### config.mk
export PLATFORM = sky130hd
export DESIGN_NAME = clint
export DESIGN_NICKNAME = d
export VERILOG_FILES = /design/src/rtl/clint_pkg.sv /design/src/rtl/clint_prescaler.sv /design/src/rtl/clint.sv
export SDC_FILE = /design/constraint.sdc
export NUM_CORES = 1
export LEC_CHECK = 0
export CAP_MARGIN = 20
export CORE_ASPECT_RATIO = 0.9
export CORE_MARGIN = 4
export CORE_UTILIZATION = 59
export CTS_CLUSTER_SIZE = 20
export DETAILED_ROUTE_END_ITERATION = 16
export DONT_BUFFER_PORTS = 1
export GPL_ROUTABILITY_DRIVEN = 0
export HOLD_SLACK_MARGIN = 0.12
export PLACE_DENSITY = 0.75
export REMOVE_ABC_BUFFERS = 1
export SKIP_CTS_REPAIR_TIMING = 1
export SYNTH_ARGS = -nofsm -noshare
export SYNTH_HDL_FRONTEND = slang
export SYNTH_SLANG_ARGS = --single-unit
### constraint.sdc
create_clock -name clk_i -period 5.05 [get_ports clk_i]
set_input_delay 1.01 -clock clk_i [delete_from_list [all_inputs] [get_ports clk_i]]
set_output_delay 1.01 -clock clk_i [all_outputs]
set_load 0.1 [all_outputs]
### src/rtl/clint_pkg.sv
// Shared CLINT definitions: data width, register window offsets and the offset decoder.
package clint_pkg;

   localparam int unsigned CLINT_XLEN      = 32;
   localparam logic [31:0] CLINT_BASE_ADDR = 32'h0200_0000;

   localparam logic [15:0] CLINT_MSIP        = 16'h0000;
   localparam logic [15:0] CLINT_MTIMECMP_LO = 16'h4000;
   localparam logic [15:0] CLINT_MTIMECMP_HI = 16'h4004;
   localparam logic [15:0] CLINT_MTIME_LO    = 16'hBFF8;
   localparam logic [15:0] CLINT_MTIME_HI    = 16'hBFFC;

   localparam logic [63:0] MTIMECMP_RESET = '1;

   typedef enum logic [2:0] {
      REG_NONE,
      REG_MSIP,
      REG_MTIMECMP_LO,
      REG_MTIMECMP_HI,
      REG_MTIME_LO,
      REG_MTIME_HI
   } reg_sel_t;

   // Takes the word index (byte offset bits 15:2); the byte lane bits never matter.
   function automatic reg_sel_t decode_offset(input logic [13:0] word);
      reg_sel_t sel;
      case (word)
         CLINT_MSIP[15:2]:        sel = REG_MSIP;
         CLINT_MTIMECMP_LO[15:2]: sel = REG_MTIMECMP_LO;
         CLINT_MTIMECMP_HI[15:2]: sel = REG_MTIMECMP_HI;
         CLINT_MTIME_LO[15:2]:    sel = REG_MTIME_LO;
         CLINT_MTIME_HI[15:2]:    sel = REG_MTIME_HI;
         default:                 sel = REG_NONE;
      endcase
      return sel;
   endfunction

endpackage

### src/rtl/clint_prescaler.sv
// mtime prescaler: counts 0..TICK_DIV-1 and pulses tick_o for one cycle on the last count.
module clint_prescaler #(
   parameter int unsigned TICK_DIV = 1
) (
   input  logic clk_i,
   input  logic rst_i,
   output logic tick_o
);

   localparam logic [15:0] LAST = 16'(TICK_DIV - 1);

   logic [15:0] count;

   assign tick_o = (count == LAST);

   always_ff @(posedge clk_i or negedge rst_i) begin
      if (!rst_i) begin
         count <= '0;
      end else if (tick_o) begin
         count <= '0;
      end else begin
         count <= count + 16'd1;
      end
   end

endmodule

### src/rtl/clint.sv
// Core-local interruptor: memory-mapped msip, mtime and mtimecmp with timer/software interrupts.
module clint
   import clint_pkg::*;
#(
   parameter int unsigned       XLEN      = CLINT_XLEN,
   parameter logic [XLEN-1:0]   BASE_ADDR = XLEN'(CLINT_BASE_ADDR),
   parameter int unsigned       TICK_DIV  = 1
) (
   input  logic            clk_i,
   input  logic            rst_i,
   input  logic            req_i,
   input  logic            we_i,
   input  logic [XLEN-1:0] addr_i,
   input  logic [XLEN-1:0] wdata_i,
   output logic [XLEN-1:0] rdata_o,
   output logic            sel_o,
   output logic            timer_irq_o,
   output logic            software_irq_o
);

   logic        hit;
   logic        wr;
   logic        rd;
   reg_sel_t    reg_sel;
   logic        tick;
   logic [63:0] mtime;
   logic [63:0] mtimecmp;
   logic        msip;
   logic [31:0] rd_word;
   logic        unused_addr;

   assign unused_addr = ^addr_i[1:0];

   assign hit = req_i && (addr_i[XLEN-1:16] == BASE_ADDR[XLEN-1:16]);
   assign wr  = hit && we_i;
   assign rd  = hit && !we_i;

   always_comb begin
      reg_sel = REG_NONE;
      if (hit) begin
         reg_sel = decode_offset(addr_i[15:2]);
      end
   end

   clint_prescaler #(
      .TICK_DIV (TICK_DIV)
   ) u_prescaler (
      .clk_i  (clk_i),
      .rst_i  (rst_i),
      .tick_o (tick)
   );

   // A bus write to either half wins over the tick; the increment for that cycle is dropped.
   always_ff @(posedge clk_i or negedge rst_i) begin
      if (!rst_i) begin
         mtime <= '0;
      end else if (wr && reg_sel == REG_MTIME_LO) begin
         mtime[31:0] <= wdata_i[31:0];
      end else if (wr && reg_sel == REG_MTIME_HI) begin
         mtime[63:32] <= wdata_i[31:0];
      end else if (tick) begin
         mtime <= mtime + 64'd1;
      end
   end

   always_ff @(posedge clk_i or negedge rst_i) begin
      if (!rst_i) begin
         mtimecmp <= MTIMECMP_RESET;
      end else if (wr && reg_sel == REG_MTIMECMP_LO) begin
         mtimecmp[31:0] <= wdata_i[31:0];
      end else if (wr && reg_sel == REG_MTIMECMP_HI) begin
         mtimecmp[63:32] <= wdata_i[31:0];
      end
   end

   always_ff @(posedge clk_i or negedge rst_i) begin
      if (!rst_i) begin
         msip <= 1'b0;
      end else if (wr && reg_sel == REG_MSIP) begin
         msip <= wdata_i[0];
      end
   end

   always_comb begin
      rd_word = '0;
      case (reg_sel)
         REG_MSIP:        rd_word = {31'b0, msip};
         REG_MTIMECMP_LO: rd_word = mtimecmp[31:0];
         REG_MTIMECMP_HI: rd_word = mtimecmp[63:32];
         REG_MTIME_LO:    rd_word = mtime[31:0];
         REG_MTIME_HI:    rd_word = mtime[63:32];
         default:         rd_word = '0;
      endcase
   end

   always_ff @(posedge clk_i or negedge rst_i) begin
      if (!rst_i) begin
         rdata_o     <= '0;
         sel_o       <= 1'b0;
         timer_irq_o <= 1'b0;
      end else begin
         rdata_o     <= rd ? XLEN'(rd_word) : '0;
         sel_o       <= hit;
         timer_irq_o <= (mtime >= mtimecmp);
      end
   end

   assign software_irq_o = msip;

endmodule

==> metrics.txt <==
Slew HR 38.13%; Worst Path Arrival 3.99 ns; Main synth FF type dfrtp_1; CP max stage delay 0.71 ns; total leakage power 4.729 nW; Yosys top cell area share 26.64%; Initial Utilization 60.74%; full die area 20540 um2; fmax 275.1 MHz; CP Max Fanout 38; vias per inst 6.545; row count 46; Inserted Diodes 0; Worst EP required 5.40 ns; HPWL after DPL 19700 um; drt total wl 28620 um; DRC 0; post-route setup slack 1.416 ns; top cells by area, synth dfrtp_1 27%, dfstp_2 16%, ha_1 7.8%; Buffers on Ports 0; initial antenna violation count 0; synth unique cells 58; CP endpoint kind flop; Synth Cell Area 10800 um2; largest area contributor in the netlist dfrtp_1; vias 8868; First-pass DRT Iterations 5; Final nets 1237; WL/cell 21.12 um; initial drt markers 942; Critical-path top delay cell a21oi_1; CTS buffer count 17; CTS tree built; max-cap viol count 0; clock group share of total power 47.2%; register area share after synthesis 42.21%; fin cells 1355; Sequential Power Share 51.3%; final hold violation count 0; unrepaired setup endpoints after global routing no; switch share 21.61%; Internal Power 2.195 mW; Fin Setup TNS 0 ns; Num Clock Sinks 179; worst setup path category input port to flop; GR Util All Layers 28.49%; placed instance area 11010 um2; placed insts 1322; Avg Cell Area, Syn 9.619 um2; Area Overhead vs Synth 7.587%; boundary pin count 103; Synthesis Warnings 0; layout cells sized above 1 17.31%; gate count of the mapped netlist 1123; final setup fails 0; min cycle time layout 3.634 ns; CTS root buf clkbuf_16; remaining global-route overflow 0; clk_skew 0.007584 ns; Worst Setup Start Kind input port; CTS H-tree lvls 4; hold crit path type input port to asynchronous set/reset pin; commonest non-fill, non-tap cell in the layout dfrtp_1; antenna viol nets, final 0; CP Cell Sequence nor4_1 > and3_1 > a21o_1 > buf_4 > nand4_2 > buf_4 > a21oi_1 > inv_1 > o21ai_0; CP top delay family compound AO/OA/AOI/OAI gates; Most common cell on crit path buf_4; pre-CTS setup slack 1.116 ns; Synth Register Bits 179; die height 136.4 um; largest net degree at the start of global routing 180; clock latency on the worst-skew pair 0.44 ns; Final Max Slew Viols 0; PD cells 240.9 nW/um2; Final Cycle Share 71.97%; Design Area, Final 11620 um2; Worst Tran Pin Value 0.9280 ns; commonest non-fill, non-tap cells in the layout 115 x dfrtp_1, 87 x nand2_1, 78 x inv_1, 69 x o21ai_0, 67 x ha_1; CP bufs+invs 3; Post-synth EDFFs 0; first-pass GRT wire length 45940 um; Die X 150.6 um; Worst-path clk slew 0.07 ns; Core Footprint 17780 um2; P_sw 0.6051 mW; Worst VDD drop 228.3 uV; power share of the combinational group 1.5%; vias in the first global route 8654; Synth async-reset ratio 100.0%; status completed; Longest Clk Path Bufs 2
[stage by stage]
stage / power (mW) / hold WS, ns / utilization, %
6_report: 2.800 / 0.2620 / 65.34
5_1_grt: 2.874 / 0.2389 / 65.34
4_1_cts: 2.814 / 0.2534 / 65.19
3_5_place_dp: 1.500 / 0.4625 / 61.93
3_3_place_gp: 1.500 / 0.4605 / 61.93
2_1_floorplan: 1.490 / 0.4429 / -
[flip-flops by register name, indices dropped and copies added (netlist names)]
register and count:
mtime 64, mtimecmp 64, rdata_o 32, u_prescaler.count 16, sel_o 1, software_irq_o 1, timer_irq_o 1
[final timing paths]
path,startpoint,endpoint,slack (ns),cells past startpoint
setup / recovery,addr_i[10],mtime[57],1.42,9
hold / removal,rst_i,u_prescaler.count[7],0.26,0
setup reg to reg,mtimecmp[30],timer_irq_o,1.90,10
hold reg to reg,u_prescaler.count[15],u_prescaler.count[15],0.47,1
max in group asynchronous,rst_i,mtimecmp[54],4.41,0
min in group clk_i,u_prescaler.count[15],u_prescaler.count[15],0.47,1
[worst reg2reg max path, delay by kind of cell (launching register included)]
kind / cells / cell delay, ns
AOI/OAI and AO/OA: 4 / 0.82
and+or+nand+nor: 3 / 1.11
buffers and inverters: 2 / 0.24
adders and majority gates: 1 / 0.32
DFF: 1 / 0.54
[Yosys cell counts (all sizes together), types with 11 or more instances]
cell and n:
inv 78, nor3 30, nor2 40, nand2 88
and3 13, a21oi 54, nand3 45, mux2 65
clkbuf 40, o21ai 76, ha 67, o211ai 11
mux2i 33, nor4 37, dfstp 64, buf 16
xnor2 36, o22ai 31, nand4 40, a22oi 33
dfrtp 115
[power by group through the flow]
stage | Sequential (mW) | Combinational, mW | Clock, mW
2_1_floorplan | 1.46 | 0.0285 | 0
4_1_cts | 1.44 | 0.0393 | 1.34
6_report | 1.44 | 0.0420 | 1.32
3_5_place_dp | 1.46 | 0.0394 | 0
5_1_grt | 1.44 | 0.0450 | 1.39
3_3_place_gp | 1.46 | 0.0390 | 0
[cells by family after synthesis]
family	share of synthesized area [%]
adders and majority gates	7.761
DFF	42.21
buffers and inverters	4.749
and+or+nand+nor	17.99
muxes	9.834
xor gates and xnor gates	3.649
AOI/OAI and AO/OA	13.81
[routing by layer]
| layer | track usage, % | wire length [um] | vias up | share of wire, % |
|---|---|---|---|---|
| li1 | - | - | 4106 | - |
| met1 | 40.01 | 12630 | 4370 | 44 |
| met2 | 45.16 | 13350 | 351 | 47 |
| met3 | 6.333 | 2187 | 41 | 7.6 |
| met4 | 7.100 | 448 | 0 | 1.6 |
| met5 | 0 | 0 | - | 0 |
[final cells by class]
class,count,area [um2]
Sequential cell,179,4559
Clock buffer,20,446.7
Timing Repair Buffer,16,140.1
Fill cell,1419,6163
Tap cell,240,300.3
Clock inverter,12,132.6
Inverter,78,292.8
Multi-Input combinational cell,810,5749
No activity file was read; power rests on OpenSTA's default activity.
